File: config.mk
export PLATFORM = sky130hd
export DESIGN_NAME = add_round_key_stage_flat
export DESIGN_NICKNAME = d
export VERILOG_FILES = /design/src/rtl/add_round_key_stage_if.sv /design/src/rtl/add_round_key_stage.sv /design/src/flat_wrapper.sv
export SDC_FILE = /design/constraint.sdc
export NUM_CORES = 2
export LEC_CHECK = 0
export ABC_AREA = 1
export CAP_MARGIN = 20
export CORE_MARGIN = 2
export CORE_UTILIZATION = 50
export DETAILED_ROUTE_END_ITERATION = 10
export GPL_TIMING_DRIVEN = 0
export PLACE_DENSITY = 0.7
export SYNTH_ARGS = -nofsm -noshare
export SYNTH_HDL_FRONTEND = slang
export SYNTH_SLANG_ARGS = --single-unit
File: constraint.sdc
create_clock -name clk -period 2.4 [get_ports clk]
set_input_delay 0.48 -clock clk [delete_from_list [all_inputs] [get_ports clk]]
set_output_delay 0.48 -clock clk [all_outputs]
set_load 0.02 [all_outputs]
File: src/rtl/add_round_key_stage_if.sv
// add_round_key_stage_if
//   Word stream for the AddRoundKey stage: an upstream channel carrying a state
//   word plus its key selector, and a downstream channel carrying the result.
//   Both channels use valid/ready handshakes.
//   Signals:
//     in_valid/in_ready          upstream handshake
//     in_data                    state word
//     in_key_idx                 round-key slot to apply
//     in_bypass                  pass in_data through untouched
//     out_valid/out_ready        downstream handshake
//     out_data                   result word
//   Modports:
//     master  drives the upstream word and accepts results (round logic / bench)
//     slave   the stage itself
interface add_round_key_stage_if #(
  parameter int DATA_W = 128,
  parameter int IDX_W  = 4
);
  logic              in_valid;
  logic              in_ready;
  logic [DATA_W-1:0] in_data;
  logic [IDX_W-1:0]  in_key_idx;
  logic              in_bypass;
  logic              out_valid;
  logic              out_ready;
  logic [DATA_W-1:0] out_data;

  modport master (
    output in_valid, in_data, in_key_idx, in_bypass, out_ready,
    input  in_ready, out_valid, out_data
  );

  modport slave (
    input  in_valid, in_data, in_key_idx, in_bypass, out_ready,
    output in_ready, out_valid, out_data
  );
endinterface

File: src/rtl/add_round_key_stage.sv
// add_round_key_stage
//   AES AddRoundKey stage. Holds NUM_KEYS round keys written through a simple
//   write port. Each accepted word is XORed with the key in the slot it names
//   (or passed through when bypassed) and queued in a 2-entry output FIFO so
//   upstream and downstream round logic can stall independently.
//   Ports:
//     clk, rst      clock, synchronous active-high reset
//     key_wr_en     write key_wr_data into slot key_wr_idx (ignored if idx out of range)
//     key_wr_idx    key slot to write
//     key_wr_data   round key value
//     bus           word stream (slave side), see add_round_key_stage_if
//     key_loaded    bit i set once slot i has been written since reset
//     err           sticky: a non-bypassed word named an invalid or unloaded slot
//   2**IDX_W must be >= NUM_KEYS; DATA_W must be a multiple of LANE_W.

// One byte lane of the XOR datapath.
module ark_lane #(
  parameter int LANE_W = 8
) (
  input  logic [LANE_W-1:0] data,
  input  logic [LANE_W-1:0] key,
  input  logic              key_en,
  output logic [LANE_W-1:0] res
);
  assign res = key_en ? (data ^ key) : data;
endmodule

module add_round_key_stage #(
  parameter int DATA_W   = 128,
  parameter int NUM_KEYS = 11,
  parameter int IDX_W    = 4,
  parameter int LANE_W   = 8
) (
  input  logic                clk,
  input  logic                rst,
  input  logic                key_wr_en,
  input  logic [IDX_W-1:0]    key_wr_idx,
  input  logic [DATA_W-1:0]   key_wr_data,
  add_round_key_stage_if.slave bus,
  output logic [NUM_KEYS-1:0] key_loaded,
  output logic                err
);
  localparam int NUM_LANES = DATA_W / LANE_W;

  // ---------------- key bank ----------------
  logic [NUM_KEYS-1:0][DATA_W-1:0] keys;

  // Slot match by equality against each legal index: an out-of-range
  // key_wr_idx matches nothing and the write falls away with no side effect.
  always_ff @(posedge clk) begin
    if (rst) begin
      keys       <= '0;
      key_loaded <= '0;
    end else if (key_wr_en) begin
      for (int i = 0; i < NUM_KEYS; i++) begin
        if (key_wr_idx == IDX_W'(i)) begin
          keys[i]       <= key_wr_data;
          key_loaded[i] <= 1'b1;
        end
      end
    end
  end

  // Read side sees the pre-edge slot contents, so a same-cycle write to the
  // slot being used only affects later words.
  logic [DATA_W-1:0] key_sel;
  logic              slot_ok;

  always_comb begin
    key_sel = '0;
    slot_ok = 1'b0;
    for (int i = 0; i < NUM_KEYS; i++) begin
      if (bus.in_key_idx == IDX_W'(i)) begin
        key_sel = keys[i];
        slot_ok = key_loaded[i];
      end
    end
  end

  // ---------------- XOR datapath ----------------
  logic                             key_en;
  logic [NUM_LANES-1:0][LANE_W-1:0] data_lanes;
  logic [NUM_LANES-1:0][LANE_W-1:0] key_lanes;
  logic [NUM_LANES-1:0][LANE_W-1:0] res_lanes;
  logic [DATA_W-1:0]                res;

  // Invalid or unloaded slot degrades to pass-through (and flags err).
  assign key_en     = !bus.in_bypass && slot_ok;
  assign data_lanes = bus.in_data;
  assign key_lanes  = key_sel;

  for (genvar l = 0; l < NUM_LANES; l++) begin : g_lane
    ark_lane #(.LANE_W(LANE_W)) u_lane (
      .data   (data_lanes[l]),
      .key    (key_lanes[l]),
      .key_en (key_en),
      .res    (res_lanes[l])
    );
  end

  assign res = res_lanes;

  // ---------------- output FIFO ----------------
  // head is the registered out_data; tail only holds the second word when
  // full. Keeping head as its own register lets out_data keep its last value
  // when the FIFO drains.
  logic [1:0]        count;
  logic [DATA_W-1:0] head;
  logic [DATA_W-1:0] tail;
  logic              push;
  logic              pop;

  // in_ready comes from count alone: no path from out_ready.
  assign bus.in_ready  = (count != 2'd2);
  assign bus.out_valid = (count != 2'd0);
  assign bus.out_data  = head;

  assign push = bus.in_valid && bus.in_ready;
  assign pop  = bus.out_valid && bus.out_ready;

  always_ff @(posedge clk) begin
    if (rst) begin
      count <= 2'd0;
      head  <= '0;
      tail  <= '0;
    end else begin
      case (count)
        2'd0: begin
          if (push) begin
            head  <= res;
            count <= 2'd1;
          end
        end
        2'd1: begin
          if (push && pop) begin
            head <= res;
          end else if (push) begin
            tail  <= res;
            count <= 2'd2;
          end else if (pop) begin
            count <= 2'd0;
          end
        end
        2'd2: begin
          // in_ready is low here, so only a pop can happen.
          if (pop) begin
            head  <= tail;
            count <= 2'd1;
          end
        end
        default: count <= 2'd0;
      endcase
    end
  end

  // ---------------- sticky error ----------------
  always_ff @(posedge clk) begin
    if (rst) begin
      err <= 1'b0;
    end else if (push && !bus.in_bypass && !slot_ok) begin
      err <= 1'b1;
    end
  end
endmodule

File: src/flat_wrapper.sv
// flat-port wrapper written by rule: the top's interface ports become plain ports
module add_round_key_stage_flat 
#(
  parameter int DATA_W   = 128,
  parameter int NUM_KEYS = 11,
  parameter int IDX_W    = 4,
  parameter int LANE_W   = 8
)
  (clk, rst, key_wr_en, key_wr_idx, key_wr_data, key_loaded, err, bus_in_valid, bus_in_data, bus_in_key_idx, bus_in_bypass, bus_out_ready, bus_in_ready, bus_out_valid, bus_out_data);
  add_round_key_stage_if #(.DATA_W(DATA_W), .IDX_W(IDX_W)) bus_i ();
  input  logic clk;
  input  logic rst;
  input  logic key_wr_en;
  input  logic [IDX_W-1:0] key_wr_idx;
  input  logic [DATA_W-1:0] key_wr_data;
  output logic [NUM_KEYS-1:0] key_loaded;
  output logic err;
  input wire logic [$bits(bus_i.in_valid)-1:0] bus_in_valid;
  input wire logic [$bits(bus_i.in_data)-1:0] bus_in_data;
  input wire logic [$bits(bus_i.in_key_idx)-1:0] bus_in_key_idx;
  input wire logic [$bits(bus_i.in_bypass)-1:0] bus_in_bypass;
  input wire logic [$bits(bus_i.out_ready)-1:0] bus_out_ready;
  output wire logic [$bits(bus_i.in_ready)-1:0] bus_in_ready;
  output wire logic [$bits(bus_i.out_valid)-1:0] bus_out_valid;
  output wire logic [$bits(bus_i.out_data)-1:0] bus_out_data;
  assign bus_i.in_valid = bus_in_valid;
  assign bus_i.in_data = bus_in_data;
  assign bus_i.in_key_idx = bus_in_key_idx;
  assign bus_i.in_bypass = bus_in_bypass;
  assign bus_i.out_ready = bus_out_ready;
  assign bus_in_ready = bus_i.in_ready;
  assign bus_out_valid = bus_i.out_valid;
  assign bus_out_data = bus_i.out_data;
  add_round_key_stage #(.DATA_W(DATA_W), .NUM_KEYS(NUM_KEYS), .IDX_W(IDX_W), .LANE_W(LANE_W)) u_core (.clk(clk), .rst(rst), .key_wr_en(key_wr_en), .key_wr_idx(key_wr_idx), .key_wr_data(key_wr_data), .bus(bus_i), .key_loaded(key_loaded), .err(err));
endmodule
# Word-level counts from Yosys, hierarchy flattened
# Cells that the tools add are included.
[op_classes]
eq_ne = 28
n_shift = 0
n_addsub = 0
muxes = 48
bitwise_logic = 17
n_lt_le_gt_ge = 0
multipliers = 0
n_reduce_logical = 27
n_div = 0
[ops]
columns = ["cell", "count"]
rows = [
  ["2-to-1 mux 128 bit", 14],
  ["case mux 128 bit (3 select lines)", 1],
  ["2-to-1 mux 8 bit", 16],
  ["XOR 8 bit", 16],
  ["== test 4 x 3 -> 1 bit (second input constant)", 8],
  ["== test 4 bit (second input constant)", 6],
  ["AND reduction 2 bit", 11],
  ["== test 4 x 2 -> 1 bit (second input constant)", 4],
  ["2-to-1 mux 1 bit", 11],
  ["2-to-1 mux 2 bit", 5],
  ["== test 4 x 1 -> 1 bit (second input constant)", 2],
  ["zero test 4 bit", 2],
  ["AND reduction 4 bit", 2],
  ["logical AND 1 bit", 6],
  ["inequality test 2 x 1 -> 1 bit (second input constant)", 3],
  ["case mux 2 bit (3 select lines)", 1],
  ["inequality test 2 bit (second input constant)", 2],
  ["inequality test 3 x 1 -> 1 bit (second input constant)", 1],
  ["AND reduction 3 bit", 1],
  ["nonzero test 3 bit", 1],
  ["== test 2 x 1 -> 1 bit (second input constant)", 1],
  ["== test 2 bit (second input constant)", 1],
  ["zero test 1 bit", 2],
  ["zero test 2 bit", 1],
  ["2 further kinds", 2],
]
[word_totals]
out_inout_bits = 142
latchBits = 0
in_bits = 270
romBits = 0
reg_bits = 1678
elab_cells = 146
mem_count = 0
ramBits = 0

# Longest topological paths before layout
[logic_depth]
depth_word = 16
mapped_depth = 19
depth_no_buf = 18

# Cells and area by module
# From an unflattened synthesis, not the netlist that was laid out.
[unflattened]
hier_cells = 10323
hier_area_um2 = 71393.5
[modules_own_cells]
columns = ["mod", "instances", "area_per_inst_um2", "cells_per_inst", "seq_area_each_um2"]
rows = [
  ["add_round_key_stage", 1, 67850.1, 9523, 33592.2],
  ["ark_lane", 16, 221.5, 50, 0.0],
]

# Worst setup path before layout
# Ideal clock, no wire load.
[synth_timing]
path_kind = "in2reg"
from = "input bus_in_key_idx[3]"
to = "register u_core.tail[38]"
required_ns = 2.284
arrival_time_ns = 2.023
setup_ns = 0.116
path_slack_ns = 0.261
cell_stages = 16
n_path_buf = 2
cell_sequence = "inv_2 > nand2_1 > nor2_2 > buf_2 > buf_1 > nand2_1 > nand2_1 > nand4_1 > nand2_1 > nand3_1 > nand2_1 > nand2_1 > nand2_1 > nand3_1 > o211ai_1 > inv_1"
[synth_between]
elab_chain_cells = 14
word_cells_on_any_way = 36
classes_between = "eq/ne: 10; mux: 23; bitwise: 1; reduce/logical: 2"
[synth_rtl]
columns = ["item", "line_no", "source"]
rows = [
  ["start: declaration", "flat_wrapper.sv:20", "input wire logic [$bits(bus_i.in_key_idx)-1:0] bus_in_key_idx;"],
  ["zero test 4 bit", "add_round_key_stage.sv:73", "if (bus.in_key_idx == IDX_W'(i)) begin"],
  ["2-to-1 mux 128 bit or 2-to-1 mux 1 bit (tied branches) (11 in series)", "add_round_key_stage.sv:73", ""],
  ["XOR 8 bit or logical AND 1 bit (tied branches)", "add_round_key_stage.sv:25, add_round_key_stage.sv:88", ""],
  ["2-to-1 mux 8 bit (*)", "add_round_key_stage.sv:25", "assign res = key_en ? (data ^ key) : data;"],
  ["end signal: assignment", "add_round_key_stage.sv:138", "tail <= res;"],
  ["end: declaration", "add_round_key_stage.sv:109", "logic [DATA_W-1:0] tail;"],
]
# Mark *: on every way between the ends. The rest lies on a longest branch, timed or not.
# A chain may end at the register's enable or synchronous reset.

# Worst setup path after layout
[layout_timing]
from = "input key_wr_idx[2]"
to = "register u_core.keys[109] (netlist name)"
[layout_between]
elab_chain_cells = 2
[layout_rtl]
columns = ["item", "line_no", "source"]
rows = [
  ["start: declaration", "flat_wrapper.sv:14", "input logic [IDX_W-1:0] key_wr_idx;"],
  ["zero test 4 bit", "add_round_key_stage.sv:56", "if (key_wr_idx == IDX_W'(i)) begin"],
  ["AND reduction 2 bit (no line)", "--", ""],
  ["end signal: indexed assignment", "add_round_key_stage.sv:57", "keys[i] <= key_wr_data;"],
  ["end: declaration", "add_round_key_stage.sv:46", "logic [NUM_KEYS-1:0][DATA_W-1:0] keys;"],
]
# Every way passes these cells.

==> summary by stage <==
Run status
The run finished, with violations left. The final reports fail on negative setup slack.

Setup path
The worst reg2reg path endpoint is u_core.tail[124]. The biggest cell delay along the critical path is 0.56 ns. In this run the register-to-register setup slack is 0.04 ns. STA classifies the critical path startpoint as an input pin. Counting both buffers and inverters, the worst setup path holds a total of 3. The critical path goes through clkdlybuf4s50_1 > nor2_1 > nand4_1 > clkbuf_4 > clkbuf_1 > o21ai_0 > a21oi_1. STA classifies the critical path endpoint as a flip-flop. At the worst endpoint, the arrival time is 3.21 ns. The highest fanout seen on the critical path is 10. The cell type group with the largest total delay on the critical path is buffers and inverters. The startpoint identified for the worst register-to-register timing path is u_core.key_loaded[0].

The logic depth of the worst register-to-register path is 15. The worst setup path is of the in2reg kind. For this design, the slowest cell found on the critical path is sky130_fd_sc_hd__clkbuf_4. Data on the critical path is required at its endpoint by 3.09 ns.

STA
The final count of hold timing violations was 0. Headroom to the max-slew limit came out at 28.58%. The final cycle utilization of the critical path is 104.8%. The smallest clock period supported by the final layout is computed as 2.514 ns. For the pin with the worst max-slew slack, the measured transition is 1.071 ns. Setup repair after global routing could not meet its margin everywhere.

Setup violations remaining at the end of the flow were counted as 12. The clock arrives with 0.02813 ns of skew. The number of max-slew violations in the final report is 0. Summed over all failing endpoints, the final setup total negative slack is -0.7859 ns. The maximum clock frequency is 397.7 MHz. After layout, the worst setup slack is -0.1144 ns.

Across all hold checks on the routed design, the worst slack comes to 0.3508 ns.

Pwr
The worst vdd rail ir drop is 0.0007819 V. The static leakage is 38.40 nW. The total power after layout is 64.32 mW. Dividing total power by cell area gives a power density of 713.1 nW/µm².

Route
The count of vias placed by the detailed router is 81593. The antenna violation net count after detailed routing is 0. The final layout contains routed wiring with a total length of 350.4 mm. After detailed routing, the number of vias per cell comes to 5.811. The first TritonRoute pass finished after 9 iterations.

The first routing iteration left 10847 violations. In the final routed layout, each cell accounts on average for 24.96 µm. The number of remaining DRC errors is 0.

Clock tree
The root buffer cell chosen for the clock tree is sky130_fd_sc_hd__clkbuf_16. For this design, the CTS-stage hold fixing added 0 buffers. The number of clock buffers added by TritonCTS is 181. The clock tree from TritonCTS is built. For the worst-skew pair, the clock arrives at the later sink with an insertion delay of 0.84 ns.

The H-tree level count is 4. The clock-pin slew of the registers on the worst-case setup and hold paths is 0.06 ns. The longest clock path from root to sink contains 3 buffers. CTS saw 1678 sinks.

Global route
The all-layer global routing usage is 44.30%. The final global-route overflow total is 0. The via count of the first global-routing pass is 73126. Entering global routing, the biggest net connects 18 pins.

The number of antenna violations at the first check in global routing was 32. The first global-routing pass estimated 494.5 mm of wire.

Synth
The most used flip-flop cell after synthesis is sky130_fd_sc_hd__dfxtp_1. The synthesized netlist occupies a cell area of 74940 µm². The sequential element share of the synthesized area is 44.83%. In this run the mean area of a mapped cell was 6.659 µm². The flop and latch count out of synthesis is 1678. The number of nets in the synthesized netlist is 11523. The number of different library cells used by synthesis comes to 25. The Yosys warning count is 0.

The synthesized design contains 0 enable-type register cells. For this run, asynchronously set or reset flops after synthesis account for 0%. Synthesis handed over a netlist of 11253 instances.

Placed design
The half-perimeter wire length after placement is 255.8 mm. Routability-driven placement finished with a final weighted congestion of 0.9974. At the placement stage, the worst setup path has a slack of -2.613 ns. The count of buffers inserted at the top-level ports is 410.

Cells and area
The layout overhead on the synthesized area is 20.35%. For this run, the post-layout net count is 12200. The core occupancy in the finished layout is 60.43%. The fraction of layout instances using a drive strength above 1 is 7.003%. Leaving out fill and tap cells, the most frequent cells in the layout are 2154 x sky130_fd_sc_hd__nor2_1, 1962 x sky130_fd_sc_hd__nand2_1, 1675 x sky130_fd_sc_hd__dfxtp_1, 1569 x sky130_fd_sc_hd__o21ai_0, 999 x sky130_fd_sc_hd__inv_1. Leaving out fill and tap cells, the most frequent cell in the layout is sky130_fd_sc_hd__nor2_1. The total of fill cells in the finished design is 14097.

Hold path
The worst min-delay path category is in2reg. The hold path endpoint is u_core.err. The startpoint identified for the worst hold timing path is bus_in_valid. The worst hold path was traced through 3 stages.

Floorplan
The x dimension of the die is 391.1 µm. During I/O placement, the number of pins put on the boundary was 412. The starting density of the core is 50.21%.

The height of the die is 391.1 µm. After floorplanning, the core was sized to cover 149200 µm². Row generation in the floorplan step produced 142 rows. The floorplan step defined a die boundary enclosing 153000 µm².

Run
The number of max-cap violations is 0.
worst min-delay path: cells and delay by family:
family                 cells  cell delay (ns)
AO/OA/AOI/OAI              1             0.06
AND/OR/NAND/NOR            1             0.12
buffers and inverters      1             0.47
flip-flops by register name (all words and copies together) (netlist names):
signal               count
u_core.count             2
u_core.tail            128
u_core.keys           1408
u_core.key_loaded       11
u_core.err               1
u_core.bus.out_data    128
synthesized netlist by cell type, types with 4 or more instances:
| cell type | n | area, µm² |
|---|---|---|
| sky130_fd_sc_hd__inv_2 | 13 | 48.80 |
| sky130_fd_sc_hd__buf_1 | 30 | 112.6 |
| sky130_fd_sc_hd__o21ai_1 | 45 | 225.2 |
| sky130_fd_sc_hd__nor2_2 | 5 | 31.28 |
| sky130_fd_sc_hd__or2_1 | 84 | 525.5 |
| sky130_fd_sc_hd__buf_2 | 45 | 225.2 |
| sky130_fd_sc_hd__nand3_1 | 582 | 2913 |
| sky130_fd_sc_hd__clkbuf_1 | 836 | 3138 |
| sky130_fd_sc_hd__o21ai_0 | 1575 | 7883 |
| sky130_fd_sc_hd__buf_4 | 5 | 37.54 |
| sky130_fd_sc_hd__nand2_1 | 1985 | 7451 |
| sky130_fd_sc_hd__or2_0 | 20 | 125.1 |
| sky130_fd_sc_hd__a21oi_1 | 676 | 3383 |
| sky130_fd_sc_hd__dfxtp_1 | 1678 | 33590 |
| sky130_fd_sc_hd__nor2_1 | 2170 | 8145 |
| sky130_fd_sc_hd__nand3b_1 | 27 | 202.7 |
| sky130_fd_sc_hd__nor3_1 | 4 | 20.02 |
| sky130_fd_sc_hd__nand4_1 | 258 | 1614 |
| sky130_fd_sc_hd__inv_1 | 1002 | 3761 |
| sky130_fd_sc_hd__o211ai_1 | 128 | 960.9 |
| sky130_fd_sc_hd__or2_2 | 77 | 481.7 |
metrics by stage:
step,cell area (µm²),instances
after global placement,81470,13607
final,90190,14040
after detailed placement,82670,13665
after floorplan,74940,11253
after global routing,90130,14016
after CTS,89620,14012
per-layer routing:
metal  global-route usage (%)  wire length [µm]  part of all wire, %  vias to the layer above
li1                         -                 -                    -                    37316
met1                    55.64            132800                   38                    38053
met2                    63.44            142700                   41                     5071
met3                    16.17             47730                   14                     1119
met4                    29.32             26670                  7.6                       34
met5                        0               453                 0.13                        -
worst max-delay path by stage:
stage,cells after the start,start,end
global placement,10,key_wr_idx[1],u_core.keys[1401]
CTS,14,u_core.key_loaded[0],u_core.bus.out_data[117]
floorplan,16,bus_in_key_idx[3],u_core.tail[38]
detailed placement,16,bus_in_key_idx[0],u_core.bus.out_data[93]
global route,19,bus_in_key_idx[3],u_core.bus.out_data[50]
finish,7,key_wr_idx[2],u_core.keys[109]
area by class of cell:
cell class                      instances  area (µm²)  area share [%]
Antenna cell                           29       72.57         0.08046
Buffer                                903        4398           4.876
Clock buffer                          269        5303           5.879
Clock inverter                         51       616.8          0.6839
Inverter                             1018        3890           4.313
Multi-Input combinational cell       7641       34240           37.96
Sequential cell                      1678       33600           37.26
Tap cell                             1944        2432           2.697
Timing Repair Buffer                  506        5629           6.242
Timing Repair inverter                  1       11.26         0.01249
cell families (layout without fill, tap and decap cells):
kind of cell | Yosys count | in the layout | share of synthesized area (%)
buf+inv | 1934 | 2748 | 9.787
flops | 1678 | 1678 | 44.83
other cells | 0 | 29 | 0
compound gates | 2424 | 2424 | 16.62
simple gates | 5217 | 5217 | 28.77
report_power, final:
group	total (mW)	switching (mW)	leakage [nW]	internal [mW]
Clock	28.4	12.3	2.92	16.1
Combinational	6.91	4.76	21.9	2.16
Sequential	29.0	0.362	13.6	28.6
Total	64.3	17.4	38.4	46.9
timing repair:
action	in CTS	in global routing
buffers inserted	31	9
endpoints found under the setup margin	1234	819
cloned	2	0
resized for setup	325	364
pin swaps	13	13
No activity file was read; power rests on OpenSTA's default activity.
